[config.mk]
export PLATFORM = sky130hd
export DESIGN_NAME = idex_stage_flat
export DESIGN_NICKNAME = d
export VERILOG_FILES = /design/src/rtl/idex_if.sv /design/src/rtl/idex_stage.sv /design/src/flat_wrapper.sv
export SDC_FILE = /design/constraint.sdc
export NUM_CORES = 1
export LEC_CHECK = 0
export BUFFER_PORTS_ARGS = -buffer_cell sky130_fd_sc_hd__buf_2
export CORE_ASPECT_RATIO = 0.8
export CORE_MARGIN = 2
export CORE_UTILIZATION = 50
export CTS_CLUSTER_DIAMETER = 80
export DETAILED_ROUTE_END_ITERATION = 16
export PLACE_DENSITY = 0.82
export SYNTH_ARGS = -nofsm -noshare
export SYNTH_HDL_FRONTEND = slang
export SYNTH_SLANG_ARGS = --single-unit
[constraint.sdc]
create_clock -name clk -period 2.2 [get_ports clk]
set_input_delay 0.22 -clock clk [delete_from_list [all_inputs] [get_ports clk]]
set_output_delay 0.22 -clock clk [all_outputs]
set_load 0.005 [all_outputs]
[src/rtl/idex_if.sv]
// idex_if: ID/EX stage handshake and payload bundle; slave = the stage, master = its environment
interface idex_if #(parameter int XLEN = 32, parameter int CTRLW = 16);
  logic             in_valid, in_ready;
  logic [XLEN-1:0]  ifid_pc, ifid_imm;
  logic [4:0]       ifid_rs1, ifid_rs2, ifid_rd;
  logic             ifid_rs1able, ifid_rs2able, ifid_wreg, ifid_memread, ifid_memwrite;
  logic [CTRLW-1:0] ifid_ctrl;
  logic [XLEN-1:0]  rf_rdata1, rf_rdata2, lswb_wdata;
  logic             ca3, cb3, flush;
  logic             out_valid, out_ready;
  logic [XLEN-1:0]  idex_pc, idex_imm, idex_src1, idex_src2;
  logic [4:0]       idex_rs1, idex_rs2, idex_rd;
  logic             idex_rs1able, idex_rs2able, idex_wreg, idex_memread, idex_memwrite;
  logic [CTRLW-1:0] idex_ctrl;
  logic             loadused;
  modport slave (
    input  in_valid, ifid_pc, ifid_imm, ifid_rs1, ifid_rs2, ifid_rd, ifid_rs1able, ifid_rs2able,
           ifid_wreg, ifid_memread, ifid_memwrite, ifid_ctrl, rf_rdata1, rf_rdata2, lswb_wdata,
           ca3, cb3, flush, out_ready,
    output in_ready, out_valid, idex_pc, idex_imm, idex_src1, idex_src2, idex_rs1, idex_rs2, idex_rd,
           idex_rs1able, idex_rs2able, idex_wreg, idex_memread, idex_memwrite, idex_ctrl, loadused
  );
  modport master (
    output in_valid, ifid_pc, ifid_imm, ifid_rs1, ifid_rs2, ifid_rd, ifid_rs1able, ifid_rs2able,
           ifid_wreg, ifid_memread, ifid_memwrite, ifid_ctrl, rf_rdata1, rf_rdata2, lswb_wdata,
           ca3, cb3, flush, out_ready,
    input  in_ready, out_valid, idex_pc, idex_imm, idex_src1, idex_src2, idex_rs1, idex_rs2, idex_rd,
           idex_rs1able, idex_rs2able, idex_wreg, idex_memread, idex_memwrite, idex_ctrl, loadused
  );
endinterface

[src/rtl/idex_stage.sv]
// idex_stage: ID/EX pipeline register with WB operand capture and load-use interlock
// IDEX_PERF_EN adds perf_bubble_cnt / perf_stall_cnt counters
module idex_stage #(
  parameter int XLEN  = 32,
  parameter int CTRLW = 16
) (
  input  logic        clk,
  input  logic        rst,
  idex_if.slave       bus
`ifdef IDEX_PERF_EN
  ,
  output logic [31:0] perf_bubble_cnt,
  output logic [31:0] perf_stall_cnt
`endif
);
  typedef struct packed {
    logic [XLEN-1:0]  pc, imm, src1, src2;
    logic [4:0]       rs1, rs2, rd;
    logic             rs1able, rs2able, wreg, memread, memwrite;
    logic [CTRLW-1:0] ctrl;
  } pl_t;
  pl_t  pl_q, pl_d;
  logic v_q, v_d, lu, load;
  always_comb begin
    lu = v_q & pl_q.memread & pl_q.wreg & (|pl_q.rd) & bus.in_valid &
         ((pl_q.rd == bus.ifid_rs1 & bus.ifid_rs1able) | (pl_q.rd == bus.ifid_rs2 & bus.ifid_rs2able));
    bus.in_ready = bus.flush | ((~v_q | bus.out_ready) & ~lu);
    load = bus.in_valid & bus.in_ready & ~bus.flush;
    // bubble and drain both clear v when EX takes the entry and nothing new loads
    v_d = bus.flush ? 1'b0 : load ? 1'b1 : v_q & ~bus.out_ready;
    pl_d = load ? pl_t'{pc: bus.ifid_pc, imm: bus.ifid_imm,
                        src1: bus.ca3 ? bus.lswb_wdata : bus.rf_rdata1,
                        src2: bus.cb3 ? bus.lswb_wdata : bus.rf_rdata2,
                        rs1: bus.ifid_rs1, rs2: bus.ifid_rs2, rd: bus.ifid_rd,
                        rs1able: bus.ifid_rs1able, rs2able: bus.ifid_rs2able, wreg: bus.ifid_wreg,
                        memread: bus.ifid_memread, memwrite: bus.ifid_memwrite, ctrl: bus.ifid_ctrl}
                : pl_q;
  end
  always_ff @(posedge clk) begin
    if (rst) begin
      v_q  <= 1'b0;
      pl_q <= '0;
    end else begin
      v_q  <= v_d;
      pl_q <= pl_d;
    end
  end
  assign bus.loadused      = lu;
  assign bus.out_valid     = v_q;
  assign bus.idex_pc       = pl_q.pc;
  assign bus.idex_imm      = pl_q.imm;
  assign bus.idex_src1     = pl_q.src1;
  assign bus.idex_src2     = pl_q.src2;
  assign bus.idex_rs1      = pl_q.rs1;
  assign bus.idex_rs2      = pl_q.rs2;
  assign bus.idex_rd       = pl_q.rd;
  assign bus.idex_ctrl     = pl_q.ctrl;
  // gated so a held bubble never forwards or writes
  assign bus.idex_rs1able  = pl_q.rs1able & v_q;
  assign bus.idex_rs2able  = pl_q.rs2able & v_q;
  assign bus.idex_wreg     = pl_q.wreg & v_q;
  assign bus.idex_memread  = pl_q.memread & v_q;
  assign bus.idex_memwrite = pl_q.memwrite & v_q;
`ifdef IDEX_PERF_EN
  always_ff @(posedge clk) begin
    if (rst) begin
      perf_bubble_cnt <= '0;
      perf_stall_cnt  <= '0;
    end else begin
      if (lu & bus.out_ready & ~bus.flush) perf_bubble_cnt <= perf_bubble_cnt + 32'd1;
      if (v_q & ~bus.out_ready) perf_stall_cnt <= perf_stall_cnt + 32'd1;
    end
  end
`endif
endmodule

[src/flat_wrapper.sv]
// flat-port wrapper written by rule: the top's interface ports become plain ports
module idex_stage_flat 
#(
  parameter int XLEN  = 32,
  parameter int CTRLW = 16
)
  (clk, rst, bus_in_valid, bus_ifid_pc, bus_ifid_imm, bus_ifid_rs1, bus_ifid_rs2, bus_ifid_rd, bus_ifid_rs1able, bus_ifid_rs2able, bus_ifid_wreg, bus_ifid_memread, bus_ifid_memwrite, bus_ifid_ctrl, bus_rf_rdata1, bus_rf_rdata2, bus_lswb_wdata, bus_ca3, bus_cb3, bus_flush, bus_out_ready, bus_in_ready, bus_out_valid, bus_idex_pc, bus_idex_imm, bus_idex_src1, bus_idex_src2, bus_idex_rs1, bus_idex_rs2, bus_idex_rd, bus_idex_rs1able, bus_idex_rs2able, bus_idex_wreg, bus_idex_memread, bus_idex_memwrite, bus_idex_ctrl, bus_loadused);
  idex_if #(.XLEN(XLEN), .CTRLW(CTRLW)) bus_i ();
  input  logic clk;
  input  logic rst;
  input wire logic [$bits(bus_i.in_valid)-1:0] bus_in_valid;
  input wire logic [$bits(bus_i.ifid_pc)-1:0] bus_ifid_pc;
  input wire logic [$bits(bus_i.ifid_imm)-1:0] bus_ifid_imm;
  input wire logic [$bits(bus_i.ifid_rs1)-1:0] bus_ifid_rs1;
  input wire logic [$bits(bus_i.ifid_rs2)-1:0] bus_ifid_rs2;
  input wire logic [$bits(bus_i.ifid_rd)-1:0] bus_ifid_rd;
  input wire logic [$bits(bus_i.ifid_rs1able)-1:0] bus_ifid_rs1able;
  input wire logic [$bits(bus_i.ifid_rs2able)-1:0] bus_ifid_rs2able;
  input wire logic [$bits(bus_i.ifid_wreg)-1:0] bus_ifid_wreg;
  input wire logic [$bits(bus_i.ifid_memread)-1:0] bus_ifid_memread;
  input wire logic [$bits(bus_i.ifid_memwrite)-1:0] bus_ifid_memwrite;
  input wire logic [$bits(bus_i.ifid_ctrl)-1:0] bus_ifid_ctrl;
  input wire logic [$bits(bus_i.rf_rdata1)-1:0] bus_rf_rdata1;
  input wire logic [$bits(bus_i.rf_rdata2)-1:0] bus_rf_rdata2;
  input wire logic [$bits(bus_i.lswb_wdata)-1:0] bus_lswb_wdata;
  input wire logic [$bits(bus_i.ca3)-1:0] bus_ca3;
  input wire logic [$bits(bus_i.cb3)-1:0] bus_cb3;
  input wire logic [$bits(bus_i.flush)-1:0] bus_flush;
  input wire logic [$bits(bus_i.out_ready)-1:0] bus_out_ready;
  output wire logic [$bits(bus_i.in_ready)-1:0] bus_in_ready;
  output wire logic [$bits(bus_i.out_valid)-1:0] bus_out_valid;
  output wire logic [$bits(bus_i.idex_pc)-1:0] bus_idex_pc;
  output wire logic [$bits(bus_i.idex_imm)-1:0] bus_idex_imm;
  output wire logic [$bits(bus_i.idex_src1)-1:0] bus_idex_src1;
  output wire logic [$bits(bus_i.idex_src2)-1:0] bus_idex_src2;
  output wire logic [$bits(bus_i.idex_rs1)-1:0] bus_idex_rs1;
  output wire logic [$bits(bus_i.idex_rs2)-1:0] bus_idex_rs2;
  output wire logic [$bits(bus_i.idex_rd)-1:0] bus_idex_rd;
  output wire logic [$bits(bus_i.idex_rs1able)-1:0] bus_idex_rs1able;
  output wire logic [$bits(bus_i.idex_rs2able)-1:0] bus_idex_rs2able;
  output wire logic [$bits(bus_i.idex_wreg)-1:0] bus_idex_wreg;
  output wire logic [$bits(bus_i.idex_memread)-1:0] bus_idex_memread;
  output wire logic [$bits(bus_i.idex_memwrite)-1:0] bus_idex_memwrite;
  output wire logic [$bits(bus_i.idex_ctrl)-1:0] bus_idex_ctrl;
  output wire logic [$bits(bus_i.loadused)-1:0] bus_loadused;
  assign bus_i.in_valid = bus_in_valid;
  assign bus_i.ifid_pc = bus_ifid_pc;
  assign bus_i.ifid_imm = bus_ifid_imm;
  assign bus_i.ifid_rs1 = bus_ifid_rs1;
  assign bus_i.ifid_rs2 = bus_ifid_rs2;
  assign bus_i.ifid_rd = bus_ifid_rd;
  assign bus_i.ifid_rs1able = bus_ifid_rs1able;
  assign bus_i.ifid_rs2able = bus_ifid_rs2able;
  assign bus_i.ifid_wreg = bus_ifid_wreg;
  assign bus_i.ifid_memread = bus_ifid_memread;
  assign bus_i.ifid_memwrite = bus_ifid_memwrite;
  assign bus_i.ifid_ctrl = bus_ifid_ctrl;
  assign bus_i.rf_rdata1 = bus_rf_rdata1;
  assign bus_i.rf_rdata2 = bus_rf_rdata2;
  assign bus_i.lswb_wdata = bus_lswb_wdata;
  assign bus_i.ca3 = bus_ca3;
  assign bus_i.cb3 = bus_cb3;
  assign bus_i.flush = bus_flush;
  assign bus_i.out_ready = bus_out_ready;
  assign bus_in_ready = bus_i.in_ready;
  assign bus_out_valid = bus_i.out_valid;
  assign bus_idex_pc = bus_i.idex_pc;
  assign bus_idex_imm = bus_i.idex_imm;
  assign bus_idex_src1 = bus_i.idex_src1;
  assign bus_idex_src2 = bus_i.idex_src2;
  assign bus_idex_rs1 = bus_i.idex_rs1;
  assign bus_idex_rs2 = bus_i.idex_rs2;
  assign bus_idex_rd = bus_i.idex_rd;
  assign bus_idex_rs1able = bus_i.idex_rs1able;
  assign bus_idex_rs2able = bus_i.idex_rs2able;
  assign bus_idex_wreg = bus_i.idex_wreg;
  assign bus_idex_memread = bus_i.idex_memread;
  assign bus_idex_memwrite = bus_i.idex_memwrite;
  assign bus_idex_ctrl = bus_i.idex_ctrl;
  assign bus_loadused = bus_i.loadused;
  idex_stage #(.XLEN(XLEN), .CTRLW(CTRLW)) u_core (.clk(clk), .rst(rst), .bus(bus_i));
endmodule
==> results.ini, run 1 <==
[final_layout]
diodes = 0
finish.utilization_pct = 61.44
final_layout_size_suffix_gt1_share_pct = 55.24
fin_nets = 1287
areaGrowthSynthToFinish_pct = 21.80
stdcell_count = 1355

[die]
rows = 45
core_sq_mm = 0.01881
die_h_um = 127.2
die_area_sq_mm = 0.02010
fp.dieW_um = 158.0
start_util_pct = 50.44
ios = 370

[grt]
grt_max_degree = 166
grt_pass1_vias = 6979
grt_use_met2_pct = 40.66
overflow = 0
use_met3_pct = 6.343
antenna_found_initial = 0
grtUsageMet1_pct = 23.12
busiest_layer = met2
track_usage_pct = 22.16
grt_pass1_wl_mm = 35.15

[synth]
yosys_warnings = 0
synth_seq_cells = 165
yosysUniqueCellTypes = 28
synth_edf_count = 0
ys_seq_area_share_pct = 34.82
synth_top_area_share_pct = 34.82
synth_most_common_cell = dfxtp_1
async_flop_share_pct = 0
netlist_top_cells_count = 165 x dfxtp_1, 159 x buf_4, 101 x nand2b_1
syn_avg_cell_area_sq_um = 11.72
netlist_top_cells_area = dfxtp_1 35%, o2bb2ai_2 16%, buf_4 13%, o32ai_2 10%, mux2i_1 6.8%
syn_inst = 809
syn_area_sq_mm = 0.009485
synthesis.nets = 1012
ys.flop_type = dfxtp_1
yosys.area.top_type = dfxtp_1

[drt]
routed_wl_mm = 23.38
first_pass_iters = 4
ant_nets = 0
drt_iter0_markers = 280
wl_per_cell_um = 17.25
num_vias = 6697
drc = 0
routed_via_density = 4.942

[clock_network]
numCtsBuffers = 17
cts_tree = built
clkTransAtPathRegs_ns = 0.08
cts_root_buffer = clkbuf_16
cts-htree-levels = 4
insertion_delay_ns = 0.42
cts_num_sinks = 165
cts_buffer_depth = 2

[placed_design]
gp_congestion = 0.7907
port_buffers = 369
place_hpwl_mm = 15.77
dpl.cell_count = 1246

[flow_run]
cap_violations = 0

[setup_path]
worstReg2RegStart = u_core.bus.idex_rd[1]$_SDFFE_PP0P_
critPathRequiredTime_ns = 1.98
path_buf_inv = 2
crit_path_end_kind = output port
worstPathMaxFanout = 5
crit_start = u_core.bus.idex_rd[2]$_SDFFE_PP0P_
cp_top_family = simple AND/OR/NAND/NOR gates
path_cells = xor2_1 -> nor4_2 -> a32oi_2 -> buf_4 -> nor2_1 -> buf_2
cpMaxStageDelayCell = dfxtp_2
critPathKind = reg -> out
cpPeakStageDelay_ns = 0.36
crit_arrival_ns = 1.93
worstSetupStartpointType = flop

[timing]
finalSetupViolCount = 0
hold_ws_ns = 0.01794
maxSlewHeadroom_pct = 48.28
rsz0062_at_grt = yes
tightestPinTransition_ns = 0.7759
slew_viol_final = 0
fin_crit_ns = 2.146
fin_worst_skew_ns = 0.01328
finalCritPeriodShare_pct = 97.57
fmax_mhz = 465.9
hold_viol_final = 0

[run_status]
status = finished, final reports clean

[pwr]
power_leakage_nw = 5.079
peakVddDrop_mv = 0.4590
power_density_mw_per_mm2 = 629.9

[worst_hold_path]
worstHoldStart = bus_ifid_imm[14]
min-delay-path-class = in -> reg

==> metal layers <==
metal | part of all wire [%] | routed length (um) | up-vias
met1 | 38 | 8885 | 3148
met3 | 7.4 | 1729 | 68
li1 | - | - | 3215
met5 | 0 | 0 | -
met2 | 51 | 11910 | 266
met4 | 3.6 | 853 | 0
==> cell usage in the layout, fill, tap and decap left out, types with 2 or more instances in the layout <==
cell type,Yosys,routed
and2_1,6,6
buf_12,22,17
buf_2,0,368
buf_4,159,16
buf_6,7,2
clkbuf_16,0,17
clkinv_2,0,2
clkinv_4,0,2
clkinvlp_4,0,3
dfxtp_1,165,162
dfxtp_2,0,2
dlygate4sd3_1,0,73
inv_1,64,64
inv_6,0,5
inv_8,0,2
mux2i_1,64,64
nand2b_1,101,101
nor2_1,2,2
nor4_2,1,2
o2bb2ai_2,100,100
o32ai_1,4,4
o32ai_2,60,60
xnor2_1,2,2
xor2_1,8,8
==> cell families (layout without fill, tap and decap cells) <==
kind of cell,Yosys count,count (layout),share of synthesized area (%)
buffers and inverters,284,572,22.57
AOI/OAI and AO/OA,172,172,27.36
DFF,165,165,34.82
and+or+nand+nor,114,114,7.572
muxes,64,64,6.754
xor gates and xnor gates,10,10,0.9234
==> final timing paths <==
path | endpoint | depth (start not counted) | slack [ns]
max | bus_loadused | 6 | 0.05
min | u_core.bus.idex_imm[14]$_SDFFE_PP0P_ | 2 | 0.02
min reg2reg | u_core.bus.idex_imm[20]$_SDFFE_PP0P_ | 2 | 0.47
max reg2reg | u_core.bus.idex_ctrl[3]$_SDFFE_PP0P_ | 7 | 0.12
==> power breakdown <==
part	switching, W	internal, W	leakage [nW]
clock	0.00133	0.00148	0.262
sequential	0.0000849	0.00314	1.35
combinational	0.000588	0.000654	3.47
total	0.00200	0.00528	5.08
==> stage by stage <==
| stage | TNS, ns | setup slack [ns] | area, sq um | total power, W |
|---|---|---|---|---|
| 2_1_floorplan | 0 | 0.3359 | 9485 | 0.004160 |
| 3_3_place_gp | 0 | 0.2364 | 10210 | 0.004388 |
| 3_5_place_dp | 0 | 0.1413 | 10210 | 0.004418 |
| 4_1_cts | 0 | 0.0002482 | 11550 | 0.007329 |
| 5_1_grt | -0.06943 | -0.03836 | 11550 | 0.007558 |
| 6_report | 0 | 0.05356 | 11550 | 0.007278 |
==> state kept, by name (all words and copies together), names as in the netlist <==
register,count
u_core.bus.out_valid,1
u_core.bus.idex_rs1,5
u_core.bus.idex_ctrl,16
u_core.bus.idex_rs2,5
u_core.pl_q,5
u_core.bus.idex_rd,5
u_core.bus.idex_src1,32
u_core.bus.idex_pc,32
u_core.bus.idex_src2,32
u_core.bus.idex_imm,32
==> area by class of cell <==
type                            instances  area, sq um
Clock buffer                           18        429.2
Clock inverter                         14        116.4
Fill cell                            1523         7252
Inverter                               64        240.2
Multi-Input combinational cell        360         4080
Sequential cell                       165         3309
Tap cell                              258        322.8
Timing Repair Buffer                  476         3055
==> timing repair <==
action,CTS,global route
hold buffers,73,0
setup endpoints to repair,2,2
buffers inserted,4,0
pin swaps,2,2
endpoints found under the hold margin,73,0
resized for setup,8,2
(Power assumes the default switching activity.)
==> inputs of run 2 (changes only) <==
Settings changed: ABC_AREA from default to 1, CAP_MARGIN from default to 5, CORE_UTILIZATION 50 to 49, PLACE_DENSITY 0.82 to 0.81.
==> run 2 against run 1 <==
  * Design area fell by 9.5%
  * First-iteration DRC count rose by 68%
  * Setup slack improved by 0.28 ns
  * Clock skew fell by 0.00057 ns
  * Combinational power barely moved
  * Non-clock buffer count fell by 82
  * Synthesized area fell by 5.2%
  * Sequential cell count did not move
  * Total power rose by 2.6%
  * Routed wire length fell by 7.3%
  * Sequential power rose by 2%
  * Critical path type is now reg -> reg
  * Largest power group unchanged
==> results.ini, run 2 <==
[synth]
syn_area_sq_mm = 0.008995
synth_top_area_share_pct = 36.72
synth_seq_cells = 165
yosysUniqueCellTypes = 17
ys.flop_type = dfxtp_1
syn_avg_cell_area_sq_um = 6.683
async_flop_share_pct = 0
synth_edf_count = 0
yosys.area.top_type = dfxtp_1
synthesis.nets = 1549
ys_seq_area_share_pct = 36.72
netlist_top_cells_count = 366 x nand2_1, 338 x nor2_1, 181 x inv_1
netlist_top_cells_area = dfxtp_1 37%, nand2_1 15%, buf_4 14%, nor2_1 14%, mux2_2 8.0%
synth_most_common_cell = nand2_1
yosys_warnings = 0
syn_inst = 1346

[placed_design]
place_hpwl_mm = 15.77
pre_cts_ws_ns = 0.3909
port_buffers = 369
gp_congestion = 0.8464
dpl.cell_count = 1736

[drt]
drt_iter0_markers = 470
top_layer = met5
wl_met3_mm = 1.708
first_pass_iters = 5
num_vias = 7760
drc = 0
routed_via_density = 4.347
met1_length_mm = 9.259
routed_wl_mm = 21.67
wl_met2_mm = 10.14
ant_nets = 0
wl_per_cell_um = 12.14

[clock_network]
cts_tree = built
clkTransAtPathRegs_ns = 0.07
numCtsBuffers = 17
cts_root_buffer = clkbuf_16
insertion_delay_ns = 0.42
cts_setup_buffers = 0
cts_num_sinks = 165
cts-htree-levels = 4
cts_buffer_depth = 2

[die]
start_util_pct = 49.81
core_sq_mm = 0.01806
die_h_um = 125.2
ios = 370
fp.dieW_um = 155.5
die_area_sq_mm = 0.01946
rows = 44

[grt]
grt_max_degree = 121
track_usage_pct = 21.80
antenna_found_initial = 5
grt_pass1_vias = 7188
grt_pass1_wl_mm = 34.43
overflow = 0

[pwr]
internal_power_w = 0.005302
sw_frac_of_total_pct = 29.01
clkPwrFrac_pct = 39.4
pwr-share-seq_pct = 44.2
comb_power_share_pct = 16.4
power_leakage_nw = 6.240
peakVddDrop_mv = 0.4911
p_sw_w = 0.002167
power_density_mw_per_mm2 = 714.3

[worst_hold_path]
min-delay-path-class = in -> reg

[timing]
tns_ns = 0
finalCritPeriodShare_pct = 84.68
fin_worst_skew_ns = 0.01271
rsz0062_at_grt = no
slew_viol_final = 0
fmax_mhz = 536.8
tightestPinTransition_ns = 0.5020
hold_viol_final = 0
finalSetupViolCount = 0
layout_setup_ws_ns = 0.3370
fin_crit_ns = 1.863
maxSlewHeadroom_pct = 66.53

[setup_path]
critPathRequiredTime_ns = 2.51
crit_arrival_ns = 2.17
worstSetupStartpointType = flop
regToRegSetupSlack_ns = 0.34
crit_path_end_kind = flop
worstPathMaxFanout = 120
critPathKind = reg -> reg

[flow_run]
cap_violations = 0

[final_layout]
layout_common_cells = 369 x buf_2, 366 x nand2_1, 338 x nor2_1
stdcell_count = 1785
fillers = 1678
fin_nets = 1741
final_common_cell = buf_2
areaGrowthSynthToFinish_pct = 16.26
final_layout_size_suffix_gt1_share_pct = 31.21

[run_status]
status = finished, final reports clean

-- run 2: changes by cell type in the layout (fill, tap and decap cells not counted), moves of 8 or more --
cell,before,now
dlygate4sd3_1,73,13
nand2b_1,101,0
o2bb2ai_2,100,0
buf_4,16,5
xor2_1,8,0
buf_12,17,7
inv_1,64,180
o32ai_2,60,0
nor2_1,2,338
mux2_2,0,64
mux2i_1,64,0
nand2_1,0,366
-- run 2: routing by layer --
| metal | GRT usage (%) | vias up |
|---|---|---|
| li1 | - | 4120 |
| met1 | 26.15 | 3322 |
| met2 | 36.54 | 271 |
| met3 | 6.586 | 45 |
| met4 | 8.797 | 2 |
| met5 | 0 | - |
-- run 2: kinds of logic after synthesis --
logic type	count (synthesis)	share of synthesized area, %
AOI/OAI and AO/OA	1	0.05559
buffers and inverters	406	25.32
DFF	165	36.72
and+or+nand+nor	710	29.89
muxes	64	8.012
-- run 2: what timing repair did --
action / CTS / global route
hold buffers: 13 / 0
resized for setup: 0 / 0
hold endpoints to repair: 13 / 0
-- run 2: power by group through the flow --
stage          Clock (W)  Combinational [W]  Sequential, W
2_1_floorplan          0           0.000972        0.00335
3_3_place_gp           0            0.00118        0.00336
3_5_place_dp           0            0.00121        0.00337
4_1_cts          0.00302            0.00123        0.00330
5_1_grt          0.00314            0.00140        0.00333
6_report         0.00294            0.00123        0.00330
-- run 2: worst paths after layout --
check,start,end,cells past startpoint
worst min register to register,u_core.bus.idex_ctrl[13]$_SDFFE_PP0P_,u_core.bus.idex_ctrl[13]$_SDFFE_PP0P_,4
worst max-delay path,u_core.bus.idex_rd[3]$_SDFFE_PP0P_,u_core.bus.idex_src1[23]$_SDFFE_PP0P_,12
worst min-delay path,bus_ifid_imm[28],u_core.bus.idex_imm[28]$_SDFFE_PP0P_,3
worst max register to register,u_core.bus.idex_rd[3]$_SDFFE_PP0P_,u_core.bus.idex_src1[23]$_SDFFE_PP0P_,12
-- run 2: layout make-up --
cell class                 count  area, sq um  area share (%)
clock inverter                15        165.2           1.579
inverter                     185        696.9           6.664
timing repair buffer         394         2155           20.60
clock buffer                  17        425.4           4.068
sequential                   165         3303           31.59
tap                          230        287.8           2.752
multi-input combinational    775         3415           32.65
antenna                        4        10.01         0.09572
-- run 2: critical path: stages (launching register included) --
cell	delay, ns
dfxtp_1	0.39
inv_2	0.08
nand2_1	0.06
nand2_1	0.06
nor2_1	0.11
nand3_1	0.08
nand2_1	0.08
nand2_2	0.08
nand3_4	0.11
buf_12	0.37
nand2_1	0.13
nand2_1	0.09
nor2_1	0.04
-- run 2: per-stage QoR --
stage	instance area (sq um)	utilization, %	hold WS (ns)	total power, W
detailed placement	9727	53.87	0.4480	0.004574
finish	10460	57.91	0.02240	0.007470
global route	10460	57.90	0.01252	0.007865
global placement	9727	53.87	0.4395	0.004542
floorplan	8995	-	0.3549	0.004321
CTS	10450	57.86	0.00002301	0.007553
==> inputs of run 3 (changes only) <==
Settings changed: ABC_AREA 1 to 0, CORE_UTILIZATION 49 to 45, PLACE_DENSITY 0.81 to 0.78.
Clock period 2.2 ns to 1.6 ns, I/O delays scaled along.
==> run 3 against run 2 <==
  * The flow now finishes with violations (negative setup slack)
  * Critical endpoint is now u_core.bus.idex_src2[0]$_SDFFE_PP0P_
  * Combinational power rose by 58%
  * Hold slack better by 0.0082 ns
  * Clock power increased by 43%
  * Critical path type unchanged
  * Clock skew is 0.0016 ns lower
  * Global-route usage is 0.44 points lower
  * Non-clock buffer count rose by 161
  * Cell count is 19% lower
==> results.ini, run 3 (synthesis gave the netlist of run 1 again) <==
[run_status]
status = complete, but fails checks
violations = negative setup slack

[timing]
rsz0062_at_grt = yes
fin_worst_skew_ns = 0.01113
finalCritPeriodShare_pct = 127.8
slew_viol_final = 0
hold_viol_final = 0
layout_setup_ws_ns = -0.4447
maxSlewHeadroom_pct = 57.03
fmax_mhz = 489.1
finalSetupViolCount = 167
fin_crit_ns = 2.045
tightestPinTransition_ns = 0.6445
hold_ws_ns = 0.03063

[setup_path]
regToRegSetupSlack_ns = -0.44
crit_arrival_ns = 2.32
reg2regPathDepth = 7
crit_path_end_kind = flop
r2r-end = u_core.bus.idex_src2[0]$_SDFFE_PP0P_
worstPathMaxFanout = 16
critPathKind = reg -> reg
worstSetupStartpointType = flop
worstReg2RegStart = u_core.bus.idex_rd[1]$_SDFFE_PP0P_
critPathRequiredTime_ns = 1.87

[drt]
routed_via_density = 4.867
drt_iter0_markers = 384
routed_wl_mm = 25.54
wl_per_cell_um = 17.69
ant_nets = 0
first_pass_iters = 4
drc = 0
num_vias = 7028

[flow_run]
cap_violations = 0

[pwr]
power_density_mw_per_mm2 = 845.0
fin_total_pwr_w = 0.01058
power_leakage_nw = 5.596
peakVddDrop_mv = 0.5799

[placed_design]
dpl.cell_count = 1294
dpl_cell_area_sq_mm = 0.01052
port_buffers = 369
gp_congestion = 0.7812
place_hpwl_mm = 16.56

[grt]
antenna_found_initial = 0
overflow = 0
grt_pass1_vias = 7524
grt_max_degree = 105
track_usage_pct = 21.36
grt_pass1_wl_mm = 38.25

[final_layout]
fin_nets = 1366
diodes = 0
final_common_cell = buf_2
areaGrowthSynthToFinish_pct = 32.01
fin_area_sq_mm = 0.01252
layout_common_cells = 368 x buf_2, 161 x dfxtp_1, 101 x nand2b_1
final_layout_size_suffix_gt1_share_pct = 56.51
finish.utilization_pct = 60.49
stdcell_count = 1444

[worst_hold_path]
hold_path_end = u_core.bus.idex_src2[28]$_SDFFE_PP0P_
whs_path_depth = 3
worstHoldStart = bus_rf_rdata2[28]
min-delay-path-class = in -> reg

[die]
ios = 370
rows = 47
die_h_um = 133.9
start_util_pct = 45.82
fp.dieW_um = 166.3
core_sq_mm = 0.02070
die_area_sq_mm = 0.02226

[clock_network]
cts-htree-levels = 4
cts_buffer_depth = 2
insertion_delay_ns = 0.42
cts_root_buffer = clkbuf_16
numCtsBuffers = 17
clkTransAtPathRegs_ns = 0.07
cts_num_sinks = 165
cts_tree = built

run 3: cell type report:
class	count	area, sq um
Fill cell	1623	8178
Multi-Input combinational cell	360	4076
Tap cell	269	336.6
Clock buffer	17	425.4
Inverter	64	240.2
Clock inverter	14	163.9
Sequential cell	165	3311
Timing Repair Buffer	555	3969
run 3: critical path: stages, from the launching register on:
cell and delay (ns):
dfxtp_4 0.36, or4_4 0.53, o2111ai_4 0.22, buf_4 0.17, o21ba_4 0.18, buf_12 0.17
buf_12 0.16, o32ai_2 0.08
run 3: how the worst max path moves through the flow:
stage                                       start                                     to  depth (start not counted)
2_1_floorplan  u_core.bus.idex_rd[4]$_SDFFE_PP0P_  u_core.bus.idex_src1[10]$_SDFFE_PP0P_                          6
3_5_place_dp   u_core.bus.idex_rd[1]$_SDFFE_PP0P_   u_core.bus.idex_src2[0]$_SDFFE_PP0P_                          6
6_report       u_core.bus.idex_rd[1]$_SDFFE_PP0P_   u_core.bus.idex_src2[0]$_SDFFE_PP0P_                          7
3_3_place_gp   u_core.bus.idex_rd[1]$_SDFFE_PP0P_  u_core.bus.idex_src1[31]$_SDFFE_PP0P_                          6
5_1_grt        u_core.bus.idex_rd[1]$_SDFFE_PP0P_                           bus_loadused                          6
4_1_cts        u_core.bus.idex_rd[1]$_SDFFE_PP0P_                           bus_loadused                          5
run 3: what timing repair did:
item,CTS,global route
buffers inserted,8,6
cloned,3,8
pin swaps,2,2
hold endpoints to repair,94,0
resized for setup,13,11
endpoints found under the setup margin,167,167
hold buffers,94,0
run 3: through the flow:
stage	setup slack [ns]	TNS [ns]
5_1_grt	-0.5260	-76.86
2_1_floorplan	-0.2460	-34.98
4_1_cts	-0.4537	-63.43
6_report	-0.4447	-64.25
3_3_place_gp	-0.3257	-47.53
3_5_place_dp	-0.3671	-54.61
run 3: power breakdown:
group          internal (W)  switching (W)  leakage, nW  total, W
sequential          0.00432       0.000119         1.35   0.00444
combinational       0.00107       0.000869         3.95   0.00194
clock               0.00235        0.00185        0.291   0.00420
run 3: routing by layer:
layer | global-route usage (%) | part of all wire (%)
met5 | 0 | 0
met3 | 6.226 | 6.6
met4 | 8.860 | 3.5
met1 | 22.64 | 38
met2 | 39.86 | 52
